File: config.mk
export PLATFORM = sky130hd
export DESIGN_NAME = vga_timing_gen_flat
export DESIGN_NICKNAME = d
export VERILOG_FILES = /design/src/rtl/vga_pkg.sv /design/src/rtl/vga_timing_gen_if.sv /design/src/rtl/vga_axis_counter.sv /design/src/rtl/vga_timing_gen.sv /design/src/flat_wrapper.sv
export SDC_FILE = /design/constraint.sdc
export NUM_CORES = 1
export LEC_CHECK = 0
export BUFFER_PORTS_ARGS = -buffer_cell sky130_fd_sc_hd__buf_2
export CAP_MARGIN = 20
export CORE_MARGIN = 4
export CORE_UTILIZATION = 45
export DETAILED_ROUTE_END_ITERATION = 8
export HOLD_SLACK_MARGIN = 0.03
export PLACE_DENSITY_LB_ADDON = 0.3
export SETUP_SLACK_MARGIN = 0.5
export SLEW_MARGIN = 20
export SYNTH_ARGS = -nofsm -noshare
export SYNTH_HDL_FRONTEND = slang
export SYNTH_SLANG_ARGS = --single-unit
File: constraint.sdc
create_clock -name clk -period 3.1 [get_ports clk]
set_input_delay 0.62 -clock clk [delete_from_list [all_inputs] [get_ports clk]]
set_output_delay 0.62 -clock clk [all_outputs]
set_load 0.05 [all_outputs]
File: src/rtl/vga_pkg.sv
// Shared timing defaults and game-state types for the 640x480@60 VGA timing generator.
package vga_pkg;

    localparam int DEF_H_VISIBLE = 640;
    localparam int DEF_H_FP      = 16;
    localparam int DEF_H_SYNC    = 96;
    localparam int DEF_H_BP      = 48;
    localparam int DEF_V_VISIBLE = 480;
    localparam int DEF_V_FP      = 10;
    localparam int DEF_V_SYNC    = 2;
    localparam int DEF_V_BP      = 33;
    localparam int DEF_CLK_DIV   = 2;
    localparam logic DEF_SYNC_POL = 1'b0;

    localparam int DEF_H_TOTAL = DEF_H_VISIBLE + DEF_H_FP + DEF_H_SYNC + DEF_H_BP;
    localparam int DEF_V_TOTAL = DEF_V_VISIBLE + DEF_V_FP + DEF_V_SYNC + DEF_V_BP;

    // Counters are 10 bits wide, so neither axis may exceed this many positions.
    localparam int MAX_TOTAL = 1024;

    typedef struct packed {
        logic [9:0] y;
        logic [9:0] x;
    } ball_t;

    typedef struct packed {
        logic [9:0] right;
        logic [9:0] left;
    } ppos_t;

    typedef struct packed {
        logic [3:0] tens;
        logic [3:0] units;
    } score_t;

    function automatic logic in_window(input logic [9:0] v, input int start, input int len);
        return (int'(v) >= start) && (int'(v) < start + len);
    endfunction

endpackage

File: src/rtl/vga_timing_gen_if.sv
// Renderer-side bundle: game-state offer/ack plus the raster scan and shadowed state.
interface vga_timing_gen_if;
    import vga_pkg::*;

    logic       upd_valid;
    ball_t      ball_in;
    score_t     score_in;
    ppos_t      ppos_in;
    logic       upd_ack;
    ball_t      ball;
    score_t     score;
    ppos_t      ppos;
    logic [9:0] hcnt;
    logic [9:0] vcnt;
    logic       pix_en;
    logic       hsync;
    logic       vsync;
    logic       visible;
    logic       frame_start;

    modport master (
        input  upd_valid, ball_in, score_in, ppos_in,
        output upd_ack, ball, score, ppos, hcnt, vcnt, pix_en,
               hsync, vsync, visible, frame_start
    );

    modport slave (
        output upd_valid, ball_in, score_in, ppos_in,
        input  upd_ack, ball, score, ppos, hcnt, vcnt, pix_en,
               hsync, vsync, visible, frame_start
    );

endinterface

File: src/rtl/vga_axis_counter.sv
// One scan axis: wrapping position counter with registered sync and visible flags
// that always describe the count currently presented.
module vga_axis_counter
    import vga_pkg::*;
#(
    parameter int   TOTAL      = DEF_H_TOTAL,
    parameter int   SYNC_START = DEF_H_VISIBLE + DEF_H_FP,
    parameter int   SYNC_LEN   = DEF_H_SYNC,
    parameter int   VIS        = DEF_H_VISIBLE,
    parameter logic POL        = DEF_SYNC_POL
)(
    input  logic       clk,
    input  logic       rst_n,
    input  logic       en,
    output logic [9:0] cnt,
    output logic       wrap,
    output logic       sync,
    output logic       vis
);

    logic [9:0] r_cnt;
    logic [9:0] w_cnt_next;
    logic       r_sync;
    logic       r_vis;

    assign wrap       = (r_cnt == 10'(TOTAL - 1));
    assign w_cnt_next = wrap ? 10'd0 : r_cnt + 10'd1;

    // Flags are computed from the next count so they land on the same edge as it.
    always_ff @(posedge clk) begin
        if (!rst_n) begin
            r_cnt  <= 10'd0;
            r_sync <= ~POL;
            r_vis  <= 1'b1;
        end else if (en) begin
            r_cnt  <= w_cnt_next;
            r_sync <= in_window(w_cnt_next, SYNC_START, SYNC_LEN) ? POL : ~POL;
            r_vis  <= (int'(w_cnt_next) < VIS);
        end
    end

    assign cnt  = r_cnt;
    assign sync = r_sync;
    assign vis  = r_vis;

endmodule

File: src/rtl/vga_timing_gen.sv
// VGA raster source: pixel divider, h/v scan counters with sync, and a game-state
// shadow that reloads only at the start of vertical blanking.
module vga_timing_gen
    import vga_pkg::*;
#(
    parameter int   H_VISIBLE = DEF_H_VISIBLE,
    parameter int   H_FP      = DEF_H_FP,
    parameter int   H_SYNC    = DEF_H_SYNC,
    parameter int   H_BP      = DEF_H_BP,
    parameter int   V_VISIBLE = DEF_V_VISIBLE,
    parameter int   V_FP      = DEF_V_FP,
    parameter int   V_SYNC    = DEF_V_SYNC,
    parameter int   V_BP      = DEF_V_BP,
    parameter int   CLK_DIV   = DEF_CLK_DIV,
    parameter logic SYNC_POL  = DEF_SYNC_POL
)(
    input  logic             clk,
    input  logic             rst_n,
    vga_timing_gen_if.master bus
);

    localparam int H_TOTAL = H_VISIBLE + H_FP + H_SYNC + H_BP;
    localparam int V_TOTAL = V_VISIBLE + V_FP + V_SYNC + V_BP;
    localparam int DIV_W   = (CLK_DIV > 1) ? $clog2(CLK_DIV) : 1;

    generate
        if (H_TOTAL > MAX_TOTAL || V_TOTAL > MAX_TOTAL) begin : g_bad_total
            $error("vga_timing_gen: H_TOTAL and V_TOTAL must not exceed %0d", MAX_TOTAL);
        end
        if (CLK_DIV < 1) begin : g_bad_div
            $error("vga_timing_gen: CLK_DIV must be at least 1");
        end
    endgenerate

    logic [DIV_W-1:0] r_div;
    logic [DIV_W-1:0] w_div_next;
    logic             r_pix_en;
    logic             r_frame_start;
    logic             r_upd_ack;
    ball_t            r_ball;
    score_t           r_score;
    ppos_t            r_ppos;

    logic [9:0] w_hcnt;
    logic [9:0] w_vcnt;
    logic       w_h_wrap;
    logic       w_v_wrap;
    logic       w_h_sync;
    logic       w_v_sync;
    logic       w_h_vis;
    logic       w_v_vis;
    logic       w_line_end;
    logic       w_capture;

    assign w_div_next = (r_div == DIV_W'(CLK_DIV - 1)) ? '0 : r_div + DIV_W'(1);

    // pix_en is registered from the next divider value, so it is low during reset
    // and then tracks div==CLK_DIV-1 (constantly high when CLK_DIV is 1).
    always_ff @(posedge clk) begin
        if (!rst_n) begin
            r_div    <= '0;
            r_pix_en <= 1'b0;
        end else begin
            r_div    <= w_div_next;
            r_pix_en <= (w_div_next == DIV_W'(CLK_DIV - 1));
        end
    end

    vga_axis_counter #(
        .TOTAL      (H_TOTAL),
        .SYNC_START (H_VISIBLE + H_FP),
        .SYNC_LEN   (H_SYNC),
        .VIS        (H_VISIBLE),
        .POL        (SYNC_POL)
    ) u_h_axis (
        .clk   (clk),
        .rst_n (rst_n),
        .en    (r_pix_en),
        .cnt   (w_hcnt),
        .wrap  (w_h_wrap),
        .sync  (w_h_sync),
        .vis   (w_h_vis)
    );

    vga_axis_counter #(
        .TOTAL      (V_TOTAL),
        .SYNC_START (V_VISIBLE + V_FP),
        .SYNC_LEN   (V_SYNC),
        .VIS        (V_VISIBLE),
        .POL        (SYNC_POL)
    ) u_v_axis (
        .clk   (clk),
        .rst_n (rst_n),
        .en    (w_line_end),
        .cnt   (w_vcnt),
        .wrap  (w_v_wrap),
        .sync  (w_v_sync),
        .vis   (w_v_vis)
    );

    assign w_line_end = r_pix_en & w_h_wrap;
    // The edge leaving the last visible line is the only moment the shadow may change.
    assign w_capture  = w_line_end & (w_vcnt == 10'(V_VISIBLE - 1));

    always_ff @(posedge clk) begin
        if (!rst_n) begin
            r_frame_start <= 1'b0;
            r_upd_ack     <= 1'b0;
            r_ball        <= '{y: 10'd240, x: 10'd320};
            r_score       <= '0;
            r_ppos        <= '0;
        end else begin
            r_frame_start <= w_line_end & w_v_wrap;
            r_upd_ack     <= w_capture & bus.upd_valid;
            if (w_capture && bus.upd_valid) begin
                r_ball  <= bus.ball_in;
                r_score <= bus.score_in;
                r_ppos  <= bus.ppos_in;
            end
        end
    end

    assign bus.hcnt        = w_hcnt;
    assign bus.vcnt        = w_vcnt;
    assign bus.pix_en      = r_pix_en;
    assign bus.hsync       = w_h_sync;
    assign bus.vsync       = w_v_sync;
    assign bus.visible     = w_h_vis & w_v_vis;
    assign bus.frame_start = r_frame_start;
    assign bus.upd_ack     = r_upd_ack;
    assign bus.ball        = r_ball;
    assign bus.score       = r_score;
    assign bus.ppos        = r_ppos;

endmodule

File: src/flat_wrapper.sv
// flat-port wrapper written by rule: the top's interface ports become plain ports
module vga_timing_gen_flat import vga_pkg::*;
#(
    parameter int   H_VISIBLE = DEF_H_VISIBLE,
    parameter int   H_FP      = DEF_H_FP,
    parameter int   H_SYNC    = DEF_H_SYNC,
    parameter int   H_BP      = DEF_H_BP,
    parameter int   V_VISIBLE = DEF_V_VISIBLE,
    parameter int   V_FP      = DEF_V_FP,
    parameter int   V_SYNC    = DEF_V_SYNC,
    parameter int   V_BP      = DEF_V_BP,
    parameter int   CLK_DIV   = DEF_CLK_DIV,
    parameter logic SYNC_POL  = DEF_SYNC_POL
)
  (clk, rst_n, bus_upd_valid, bus_ball_in, bus_score_in, bus_ppos_in, bus_upd_ack, bus_ball, bus_score, bus_ppos, bus_hcnt, bus_vcnt, bus_pix_en, bus_hsync, bus_vsync, bus_visible, bus_frame_start);
  vga_timing_gen_if bus_i ();
  input  logic clk;
  input  logic rst_n;
  input wire logic [$bits(bus_i.upd_valid)-1:0] bus_upd_valid;
  input wire logic [$bits(bus_i.ball_in)-1:0] bus_ball_in;
  input wire logic [$bits(bus_i.score_in)-1:0] bus_score_in;
  input wire logic [$bits(bus_i.ppos_in)-1:0] bus_ppos_in;
  output wire logic [$bits(bus_i.upd_ack)-1:0] bus_upd_ack;
  output wire logic [$bits(bus_i.ball)-1:0] bus_ball;
  output wire logic [$bits(bus_i.score)-1:0] bus_score;
  output wire logic [$bits(bus_i.ppos)-1:0] bus_ppos;
  output wire logic [$bits(bus_i.hcnt)-1:0] bus_hcnt;
  output wire logic [$bits(bus_i.vcnt)-1:0] bus_vcnt;
  output wire logic [$bits(bus_i.pix_en)-1:0] bus_pix_en;
  output wire logic [$bits(bus_i.hsync)-1:0] bus_hsync;
  output wire logic [$bits(bus_i.vsync)-1:0] bus_vsync;
  output wire logic [$bits(bus_i.visible)-1:0] bus_visible;
  output wire logic [$bits(bus_i.frame_start)-1:0] bus_frame_start;
  assign bus_i.upd_valid = bus_upd_valid;
  assign bus_i.ball_in = bus_ball_in;
  assign bus_i.score_in = bus_score_in;
  assign bus_i.ppos_in = bus_ppos_in;
  assign bus_upd_ack = bus_i.upd_ack;
  assign bus_ball = bus_i.ball;
  assign bus_score = bus_i.score;
  assign bus_ppos = bus_i.ppos;
  assign bus_hcnt = bus_i.hcnt;
  assign bus_vcnt = bus_i.vcnt;
  assign bus_pix_en = bus_i.pix_en;
  assign bus_hsync = bus_i.hsync;
  assign bus_vsync = bus_i.vsync;
  assign bus_visible = bus_i.visible;
  assign bus_frame_start = bus_i.frame_start;
  vga_timing_gen #(.H_VISIBLE(H_VISIBLE), .H_FP(H_FP), .H_SYNC(H_SYNC), .H_BP(H_BP), .V_VISIBLE(V_VISIBLE), .V_FP(V_FP), .V_SYNC(V_SYNC), .V_BP(V_BP), .CLK_DIV(CLK_DIV), .SYNC_POL(SYNC_POL)) u_core (.clk(clk), .rst_n(rst_n), .bus(bus_i));
endmodule
* Yosys cells after proc, flatten, opt, wreduce, memory -nomap -nowiden
Index checks and enable logic that the tools add are counted.
** Word-level totals
- Memories :: 0
- Bits in read-only memories :: 0
- Register bits after elaboration :: 75
- Bits in latches :: 0
- Bits in writable memories :: 0
** Cells by class
- Multiply operators :: 0
- Divide/modulo/power cells :: 0
- Muxes and demuxes :: 4
- Equality and inequality tests :: 3
- Add/sub/neg operators :: 3
- Reductions and logical operators :: 4
- Magnitude comparators :: 6
- Bitwise logic cells :: 6
- Shift-type cells :: 0
** Operators with widths (count)
- 10-bit by 1-bit adder with 10-bit output, second input constant :: 2
- 10-bit equality test, second input constant :: 2
- 10-bit less-than comparator, second input constant :: 2
- 10-bit by 9-bit less-than comparator with 1-bit output, second input constant :: 2
- 10-bit 2-to-1 mux :: 2
- 10-bit by 9-bit equality test with 1-bit output, second input constant :: 1
- 10-bit >= comparator, second input constant :: 1
- 10-bit by 9-bit >= comparator with 1-bit output, second input constant :: 1
- 1-bit AND :: 5
- 1-bit logical AND :: 3
- 1-bit 2-to-1 mux :: 2
- 2-bit OR reduction :: 1
- 1-bit adder, second input constant :: 1
- 1-bit inverter :: 1

* Longest topological paths before layout
Gate-level depths: netlist of run 1.
- Word-level depth :: 5
- Mapped depth :: 9
- Mapped depth without buffers :: 7

* Modules after synthesis
A second synthesis of run 1 with hierarchy kept.
** Second synthesis, totals
- Cell total of the unflattened synthesis :: 395
- Area total of the unflattened synthesis :: 3564.7 sq um
** By module, submodules not included
- vga_timing_gen :: seq. area each 1021.0 sq um, instances 1, area each 2058.2 sq um, cells an instance 221
- vga_axis_counter (u_core.u_v_axis) :: seq. area each 240.2 sq um, instances 1, area each 764.5 sq um, cells an instance 86
- vga_axis_counter (u_core.u_h_axis) :: seq. area each 240.2 sq um, instances 1, area each 742.0 sq um, cells an instance 88

* Least setup slack after synthesis of run 1
No wires, ideal clock.
- Path type :: register -> register
- From :: register u_core.u_h_axis.r_cnt[0], in the netlist u_core.u_h_axis.cnt[0]
- To :: register u_core.r_ball (netlist bit u_core.bus.ball[14])
- Slack :: 0.475 ns
- Buffers on the path :: 2
- Arrival :: 2.488 ns
- Library setup time :: 0.137 ns
- Period minus slack after synthesis :: 2.625 ns
- Stages on the path, launching flop included :: 9
- Cells stage by stage :: dfxtp_1 > ha_1 > and4_1 > nand4_1 > or4_4 > buf_6 > buf_2 > nand2_1 > nand3_1
** On the way
- Cells in the longest elaborated chain, start to end :: 4
** RTL lines
- from (decl) :: line vga_axis_counter.sv:21 : logic [9:0] r_cnt;
- from (signal assigned) :: line vga_axis_counter.sv:36 : r_cnt <= w_cnt_next;
- 10-bit equality test :: line vga_axis_counter.sv:26 : assign wrap = (r_cnt == 10'(TOTAL - 1));
- 1-bit AND :: line vga_timing_gen.sv:101 : assign w_line_end = r_pix_en & w_h_wrap;
- 1-bit AND :: line vga_timing_gen.sv:103 : assign w_capture = w_line_end & (w_vcnt == 10'(V_VISIBLE - 1));
- 1-bit logical AND :: line vga_timing_gen.sv:115 : if (w_capture && bus.upd_valid) begin
- to (signal assigned) :: line vga_timing_gen.sv:109 : r_ball <= '{y: 10'd240, x: 10'd320};
- to (signal assigned) :: line vga_timing_gen.sv:116 : r_ball <= bus.ball_in;
- to (decl) :: line vga_timing_gen.sv:40 : ball_t r_ball;
Every way passes these cells.
A chain may end at the register's enable or synchronous reset.

* Worst setup path in the final report of run 1
- From :: register u_core.u_h_axis.r_cnt[0], in the netlist u_core.u_h_axis.cnt[0]
- To :: register u_core.r_ball (netlist bit u_core.bus.ball[8])
Same word-level chain as after synthesis.

==> impl_metrics.toml, run 1 <==
[run_status]
outcome = "finished, final reports clean"

[worst_setup_path]
data_arrival_at_the_endpoint_of_the_critical_path_ns = 2.59
worstReg2RegEnd = "u_core.bus.ball[8]$_SDFFE_PN1P_"
timing.setup.critical_path_class = "flip-flop to flip-flop"
setup.worst_path.start_class = "flip-flop"
crit_fanout = 24
critical_path_required_ns = 3.31
worst-r2r-setup-slack_ns = 0.72
reg2regPathDepth = 7
regToRegStartpoint = "u_core.u_h_axis.cnt[0]$_SDFFE_PN0P_"
critPathCaptureType = "flip-flop"

[layout]
area_delta_synth_final_pct = 24.5
multiInputGateArea_um2 = 1710
final-seq-area_um2 = 1500
drive_gt1_share_pct = 29.8
n_antenna_cell = 0
most-common-layout-cells = "124 x buf_2, 116 x nand2_1, 73 x dfxtp_1"
nFillCells = 710
most_common_library_cell_in_the_layout_ignoring_fill_and_taps = "buf_2"
finalNetCount = 571
layout.cell_area.non_filler_um2 = 4210

[clocking]
insertion_delay_ns = 0.34
cts_root_buffer = "clkbuf_8"
clkSinkCount = 75
cts.repair.resized = 0
numCtsBuffers = 9
clkTransAtPathRegs_ns = 0.08
maximum_level_of_the_cts_h_tree = 3
cts_tree = "built"
clock_path_buffers = 2
cts.repair_timing.setup_buffer_count = 0
cts_hold_buffers = 0

[placement]
post_dp_cell_area_um2 = 4010
place_hpwl_mm = 5.88
io_buffer_count = 124
globalplace.congestion = 0.798

[synthesis]
yosysWarningCount = 0
syn-mean-instance-area_um2 = 8.37
leading_register_cell_type_out_of_synthesis = "dfxtp_1"
synth.yosys.seq_area_share_pct = 44.4
asyncSetResetFlopFracSynth_pct = 0
post_synth_instance_area_um2 = 3380
synth_enable_flop_cells = 0
ys_types = 49
ys_seq_elements = 75
synth_instances = 404
syn-num-nets = 459

[drt]
post_drt_via_cell_ratio = 5.07
antenna_left = 0
drtPass1Iterations = 4
finalWirelength_mm = 8.41
number_of_remaining_drc_errors = 0
detailedRoute.firstIterationViolations = 103
route.vias.total = 3143
drt-wirelength-per-cell_um = 13.6

[global_routing]
grt_remaining_overflow = 0
grtUsageTotal_pct = 18.1
first_global_vias = 2724
first_pass_grt_wire_length_mm = 13.0
grt_max_degree = 49
antenna_violations_before_repair = 0

[floorplanning]
floorplan.die.height_um = 94.7
die_w_um = 94.7
core_region_area_um2 = 7290
design.portCount = 125
num_rows = 31
die_area_um2 = 8970
initial_core_util_pct = 46.4

[sta]
final_period_util_pct = 76.7
holdWs_ns = 0.447
hold_viol = 0
layout_min_cycle_time_ns = 2.38
clock.fmax_ghz = 0.420
timing.max_slew.rel_slack_pct = 59.4
worst_clock_skew_ns = 0.00862
grt_setup_unrepaired = "false"
worst_pin_slew_ns = 0.609
finalSetupViolations = 0
final.setup.tns_ns = 0
final_max_slew_viol_count = 0

[flow_run]
timing.max_cap.violations = 0

[power_and_ir_drop]
max-vdd-ir-drop_v = 0.000257
p_leak_nw = 1.83
power_density_nw_per_um2 = 418

[worst_hold_path]
timing.hold.worst_endpoint = "u_core.bus.ppos[0]$_SDFFE_PN0P_"
worstHoldPathType = "flip-flop to flip-flop"
min-delay-start = "u_core.bus.ppos[0]$_SDFFE_PN0P_"
hold_path_depth = 2
[per-layer routing]
metal / part of all wire [%] / track usage (%) / up-vias
met1: 46 / 24.4 / 1431
met3: 7.0 / 3.59 / 7
met4: 0.95 / 6.13 / 0
li1: - / - / 1608
met2: 46 / 29.1 / 97
met5: 0 / 0 / -
[per-stage QoR]
step / instances / power [mW] / worst slack (ns) / util [%]
6_report: 620 / 1.76 / 0.721 / 57.8
5_1_grt: 620 / 1.85 / 0.506 / 57.8
4_1_cts: 619 / 1.79 / 0.582 / 57.5
3_5_place_dp: 603 / 1.09 / 0.595 / 55.0
3_3_place_gp: 603 / 1.09 / 0.661 / 55.0
2_1_floorplan: 404 / 1.05 / 0.706 / -
[critical path: stages (launching register included)]
cell     delay (ns)
dfxtp_2        0.41
ha_1           0.32
and4_1         0.32
nand4_1        0.11
buf_4          0.20
or4_4          0.68
nand2_1        0.12
nand3_1        0.08
[cell usage after synthesis, types with 2 or more instances]
cell / instances / area, um^2
a21boi_0: 30 / 225
a21boi_1: 14 / 105
a21oi_1: 5 / 25.0
a22o_1: 2 / 17.5
a31oi_1: 5 / 31.3
a41oi_1: 2 / 17.5
and2_1: 10 / 62.6
and3_1: 5 / 31.3
and4_1: 3 / 26.3
buf_2: 6 / 30.0
buf_6: 5 / 56.3
clkbuf_1: 17 / 63.8
dfxtp_1: 75 / 1500
ha_1: 4 / 50.1
inv_1: 6 / 22.5
mux2i_1: 4 / 40.0
nand2_1: 116 / 435
nand3_1: 14 / 70.1
nand3b_1: 2 / 15.0
nand4_1: 6 / 37.5
nor2_1: 10 / 37.5
nor2b_1: 7 / 43.8
nor3_1: 7 / 35.0
nor3b_1: 3 / 22.5
nor4_1: 2 / 12.5
o21a_1: 4 / 30.0
o21ai_0: 8 / 40.0
o31ai_1: 3 / 22.5
or2_2: 2 / 12.5
or3_1: 2 / 12.5
xnor2_1: 5 / 43.8
xor2_1: 3 / 26.3
[sequential cells by signal (all words and copies together), names as in the netlist]
register,cells
u_core.bus.upd_ack,1
u_core.u_v_axis.sync,1
u_core.bus.ppos,20
u_core.r_div,1
u_core.bus.frame_start,1
u_core.u_h_axis.vis,1
u_core.u_h_axis.sync,1
u_core.u_h_axis.cnt,10
u_core.u_v_axis.cnt,10
u_core.bus.score,8
u_core.u_v_axis.vis,1
u_core.bus.ball,20
[worst max-delay path by stage]
stage	start	to	slack [ns]	depth (start not counted)
final	u_core.u_h_axis.cnt[0]$_SDFFE_PN0P_	u_core.bus.ball[8]$_SDFFE_PN1P_	0.72	7
after global routing	u_core.u_h_axis.cnt[0]$_SDFFE_PN0P_	u_core.bus.score[7]$_SDFFE_PN0P_	0.51	8
after CTS	u_core.u_h_axis.cnt[0]$_SDFFE_PN0P_	u_core.bus.ball[8]$_SDFFE_PN1P_	0.58	7
after detailed placement	u_core.u_h_axis.cnt[0]$_SDFFE_PN0P_	u_core.bus.ball[8]$_SDFFE_PN1P_	0.60	7
after global placement	u_core.u_h_axis.cnt[0]$_SDFFE_PN0P_	u_core.bus.ball[8]$_SDFFE_PN1P_	0.66	7
after floorplan	u_core.u_v_axis.cnt[0]$_SDFFE_PN0P_	u_core.bus.ball[14]$_SDFFE_PN1P_	0.71	7
[power by group]
part	internal (mW)	switching, mW
Combinational	0.0447	0.0510
Clock	0.318	0.376
Sequential	0.967	0.00657
Total	1.33	0.433
[cells by family after synthesis]
group,share of synthesized area (%)
simple gates,28.2
compound gates,17.3
flops,44.4
buf+inv,5.33
xor+xnor,2.07
mux,1.18
fa+ha+maj,1.48
[layout make-up]
cell class	instances	share of cell area, %
Inverter	6	0.535
Sequential cell	75	35.7
Clock buffer	10	3.27
Timing Repair Buffer	129	15.8
Tap cell	99	2.94
Clock inverter	6	1.10
Multi-Input combinational cell	295	40.7
Note: power is estimated with default switching activity, not from simulation.
==> run 2: changes to the inputs <==
CORE_UTILIZATION = 44   (was 45)
clock period = 1.9 ns   (was 3.1 ns; I/O delays follow)
==> run 2 against run 1 <==
- register-to-register slack worse by 0.74 ns
- non-clock buffer count up 59
- sequential power is 61% higher
- clock skew is 0.0026 ns higher
- global-route usage rose by 3.9 points
- flip-flop and latch count is the same
- worst setup slack got worse by 0.74 ns
- combinational power increased by 140%
- total power up 71%
- the run now ends with setup timing left
==> impl_metrics.toml, run 2 (synthesized netlist as in run 1, its figures left out) <==
[run_status]
outcome = "complete, but fails checks"
failed_checks = "setup timing"

[drt]
finalWirelength_mm = 12.1
drtPass1Iterations = 5
post_drt_via_cell_ratio = 5.34
number_of_remaining_drc_errors = 0
drt-wirelength-per-cell_um = 17.9
route.vias.total = 3623
antenna_left = 0
detailedRoute.firstIterationViolations = 215

[worst_setup_path]
setup.worst_path.start_class = "flip-flop"
critPathCaptureType = "flip-flop"
launching_instance_or_port_of_the_critical_path = "u_core.u_h_axis.cnt[7]$_SDFFE_PN0P_"
regToRegStartpoint = "u_core.u_h_axis.cnt[7]$_SDFFE_PN0P_"
critical_path_required_ns = 2.13
timing.setup.critical_path_class = "flip-flop to flip-flop"
crit_fanout = 7
data_arrival_at_the_endpoint_of_the_critical_path_ns = 2.14

[sta]
hold_viol = 0
layout_setup_ws_ns = -0.0167
layout_min_cycle_time_ns = 1.92
final.setup.tns_ns = -0.0310
timing.max_slew.rel_slack_pct = 65.6
holdWs_ns = 0.248
final_max_slew_viol_count = 0
final_period_util_pct = 101
clock.fmax_ghz = 0.522
worst_clock_skew_ns = 0.0112
worst_pin_slew_ns = 0.517
grt_setup_unrepaired = "true"
finalSetupViolations = 3

[layout]
n_antenna_cell = 0
area_delta_synth_final_pct = 69.2
layout.cell_area.non_filler_um2 = 5720
final-seq-area_um2 = 1560
nFillCells = 481
drive_gt1_share_pct = 57.7
most-common-layout-cells = "102 x buf_2, 61 x nand2_1, 52 x dfxtp_1"
multiInputGateArea_um2 = 2180
finalNetCount = 629
most_common_library_cell_in_the_layout_ignoring_fill_and_taps = "buf_2"

[worst_hold_path]
min-delay-start = "bus_ball_in[17]"
worstHoldPathType = "primary input to flip-flop"

[clocking]
cts_tree = "built"
clock_path_buffers = 2
numCtsBuffers = 9
clkSinkCount = 75
maximum_level_of_the_cts_h_tree = 3
cts_hold_buffers = 0
insertion_delay_ns = 0.34
clkTransAtPathRegs_ns = 0.08
cts_root_buffer = "clkbuf_8"

[global_routing]
antenna_violations_before_repair = 0
grt_remaining_overflow = 0
grt_max_degree = 62
first_global_vias = 3288
grtUsageTotal_pct = 22.0
first_pass_grt_wire_length_mm = 15.7

[placement]
place_hpwl_mm = 6.23
globalplace.congestion = 0.849
pre_cts_slack_ns = -0.0214
io_buffer_count = 124
post_dp_cell_area_um2 = 4250

[power_and_ir_drop]
power_switching_share_pct = 24.1
cellInternalPower_mw = 2.29
share_clk_of_total_power_pct = 40.4
sequentialPowerShare_pct = 52.0
p_leak_nw = 2.47
psw_mw = 0.728
power_density_nw_per_um2 = 527
combinationalPowerShare_pct = 7.6
max-vdd-ir-drop_v = 0.000394

[floorplanning]
num_rows = 31
design.portCount = 125
core_region_area_um2 = 7370
initial_core_util_pct = 45.9
die_w_um = 95.7
floorplan.die.height_um = 95.7
die_area_um2 = 9160

[flow_run]
timing.max_cap.violations = 0
==> run 2: cell types whose count changed in the layout (fill, tap and decap cells not counted), sizes merged <==
cell and change:
clkinvlp -2, bufinv +1, or4 -1, clkbuf +7, buf +52, clkinv +1
==> run 2: critical path, stage by stage (launching register included) <==
cell and delay (ns):
dfxtp_4 0.36, nor4b_4 0.30, nand4_1 0.18, or4_4 0.58, clkbuf_16 0.22, nand2_1 0.08, a21boi_1 0.09
==> run 2: stage by stage <==
stage	total power, mW	std cells	util, %
floorplan	1.70	404	-
global placement	1.78	622	57.7
detailed placement	1.78	622	57.7
CTS	3.01	662	68.9
global route	3.13	678	77.7
finish	3.02	678	77.7
==> run 2: final timing paths <==
check | cells after the start | to | slack (ns)
worst max-delay path | 6 | u_core.bus.ppos[11]$_SDFFE_PN0P_ | -0.02
worst min-delay path | 3 | u_core.bus.ball[17]$_SDFFE_PN1P_ | 0.25
worst max register to register | 6 | u_core.bus.ppos[11]$_SDFFE_PN0P_ | -0.02
worst min register to register | 2 | u_core.bus.ball[18]$_SDFFE_PN0P_ | 0.46
==> run 2: final cells by class <==
class                   instances  area share [%]
clock buffers                  10            2.23
clock inverters                 6            1.11
inverters                       6           0.393
multi-input cells             294            38.2
flip-flops and latches         75            27.3
well taps                      99            2.16
repair buffers                188            28.6
==> run 2: routing by layer <==
metal	part of all wire, %	global-route usage (%)	wire length, um	vias to the layer above
li1	-	-	-	1729
met3	6.7	3.67	813	24
met1	39	26.1	4700	1715
met2	52	39.5	6300	155
met4	2.6	8.18	320	0
met5	0	0	0	-
==> run 2: what timing repair did <==
item	in CTS	in global routing
endpoints found under the setup margin	88	92
buffers inserted	19	9
gates cloned	5	7
pin swaps	63	18
resized for setup	127	128
==> run 2: power groups by stage <==
stage | logic [mW] | registers, mW | clock network, mW
final | 0.229 | 1.57 | 1.22
after global routing | 0.242 | 1.57 | 1.32
after CTS | 0.205 | 1.57 | 1.23
after detailed placement | 0.175 | 1.61 | 0
after global placement | 0.174 | 1.61 | 0
after floorplan | 0.0639 | 1.64 | 0
==> run 3: changes to the inputs <==
CORE_UTILIZATION = 45   (was 44)
HOLD_SLACK_MARGIN = unset   (was 0.03)
clock period = 2.4 ns   (was 1.9 ns; I/O delays follow)
==> run 3 against run 2 <==
- the run now ends clean
- sequential share of layout area grew 4.8 points
- fmax shrank 1.9%
- first-iteration DRC count shrank 12%
- worst setup slack gained 0.46 ns
- final area shrank 16%
- non-clock buffer count shrank 35
- total power shrank 18%
- critical path depth grew 1
==> impl_metrics.toml, run 3 (synthesized netlist as in run 1, its figures left out) <==
[clocking]
cts_hold_buffers = 0
cts_root_buffer = "clkbuf_8"
maximum_level_of_the_cts_h_tree = 3
insertion_delay_ns = 0.34
clkSinkCount = 75
clkTransAtPathRegs_ns = 0.08
clock_path_buffers = 2
cts_tree = "built"
numCtsBuffers = 9

[layout]
area_delta_synth_final_pct = 41.6
finalCoreUtilization_pct = 65.7
n_antenna_cell = 0
nFillCells = 601
most_common_library_cell_in_the_layout_ignoring_fill_and_taps = "buf_2"
most-common-layout-cells = "124 x buf_2, 91 x nand2_1, 59 x dfxtp_1"
drive_gt1_share_pct = 43.0
finalNetCount = 599

[global_routing]
first_global_vias = 3070
grt_max_degree = 37
grtUsageTotal_pct = 21.4
grt_remaining_overflow = 0
first_pass_grt_wire_length_mm = 15.1
antenna_violations_before_repair = 0

[worst_hold_path]
worstHoldPathType = "primary input to flip-flop"

[floorplanning]
design.portCount = 125
die_w_um = 94.7
core_region_area_um2 = 7290
num_rows = 31
floorplan.die.height_um = 94.7
initial_core_util_pct = 46.4
die_area_um2 = 8970

[worst_setup_path]
critPathCaptureType = "flip-flop"
timing.setup.critical_path_class = "flip-flop to flip-flop"
data_arrival_at_the_endpoint_of_the_critical_path_ns = 2.20
critical_path_required_ns = 2.64
crit_fanout = 12
worst-r2r-setup-slack_ns = 0.45
setup.worst_path.start_class = "flip-flop"

[drt]
post_drt_via_cell_ratio = 5.31
route.vias.total = 3442
number_of_remaining_drc_errors = 0
antenna_left = 0
detailedRoute.firstIterationViolations = 189
finalWirelength_mm = 10.3
drt-wirelength-per-cell_um = 15.9
drtPass1Iterations = 4

[placement]
io_buffer_count = 124
place_hpwl_mm = 6.13
globalplace.congestion = 0.830
pre_cts_slack_ns = 0.150

[sta]
clock.fmax_ghz = 0.512
hold_viol = 0
final_max_slew_viol_count = 0
grt_setup_unrepaired = "true"
final_period_util_pct = 81.4
final.setup.tns_ns = 0
timing.max_slew.rel_slack_pct = 71.4
layout_min_cycle_time_ns = 1.95
worst_pin_slew_ns = 0.428
layout_setup_ws_ns = 0.447
worst_clock_skew_ns = 0.00864
finalSetupViolations = 0

[run_status]
outcome = "finished, final reports clean"

[flow_run]
timing.max_cap.violations = 0

[power_and_ir_drop]
p_leak_nw = 2.08
max-vdd-ir-drop_v = 0.000285
power_density_nw_per_um2 = 519
[run 3: cell type report]
class	count	area, um^2	share of cell area, %
Sequential cell	75	1540	32.1
Clock inverter	5	83.8	1.75
Multi-Input combinational cell	299	1930	40.2
Tap cell	99	124	2.59
Timing Repair Buffer	153	955	19.9
Clock buffer	11	141	2.95
Inverter	6	22.5	0.470
[run 3: stage by stage]
step	power, mW	cells	cell area, um^2	hold slack, ns
global placement	1.41	605	4090	0.435
finish	2.48	648	4790	0.342
floorplan	1.35	404	3460	0.447
detailed placement	1.41	605	4090	0.440
CTS	2.49	637	4510	0.337
global route	2.59	648	4790	0.328
[run 3: critical path: stages (launching register included)]
cell,delay [ns]
dfxtp_4,0.36
ha_4,0.14
and4_4,0.21
nand4_1,0.11
buf_6,0.17
or4_4,0.62
nand2_1,0.17
a21boi_2,0.07
[run 3: power by group]
part           internal (mW)  leakage [nW]  total, mW  switching (mW)
combinational         0.0652          1.35      0.145          0.0802
sequential              1.24         0.615       1.25         0.00600
clock                  0.621         0.114       1.09           0.469
[run 3: layer usage]
metal	global-route usage, %	vias to the layer above	share of wire [%]
li1	-	1680	-
met4	5.17	0	1.2
met5	0	-	0
met1	26.4	1650	42
met2	37.3	103	50
met3	5.42	9	6.2
[run 3: what timing repair did]
action / 4_1_cts / 5_1_grt
buffers inserted: 10 / 7
setup endpoints to repair: 51 / 53
pin swaps: 8 / 33
gates cloned: 6 / 4
gates resized for setup: 11 / 54
[run 3: final timing paths]
path / cells past startpoint / to / startpoint
max reg2reg: 7 / u_core.bus.ppos[5]$_SDFFE_PN0P_ / u_core.u_h_axis.cnt[0]$_SDFFE_PN0P_
min: 3 / u_core.bus.ball[16]$_SDFFE_PN1P_ / bus_ball_in[16]
max: 7 / u_core.bus.ppos[5]$_SDFFE_PN0P_ / u_core.u_h_axis.cnt[0]$_SDFFE_PN0P_
min reg2reg: 2 / u_core.bus.score[1]$_SDFFE_PN0P_ / u_core.bus.score[1]$_SDFFE_PN0P_
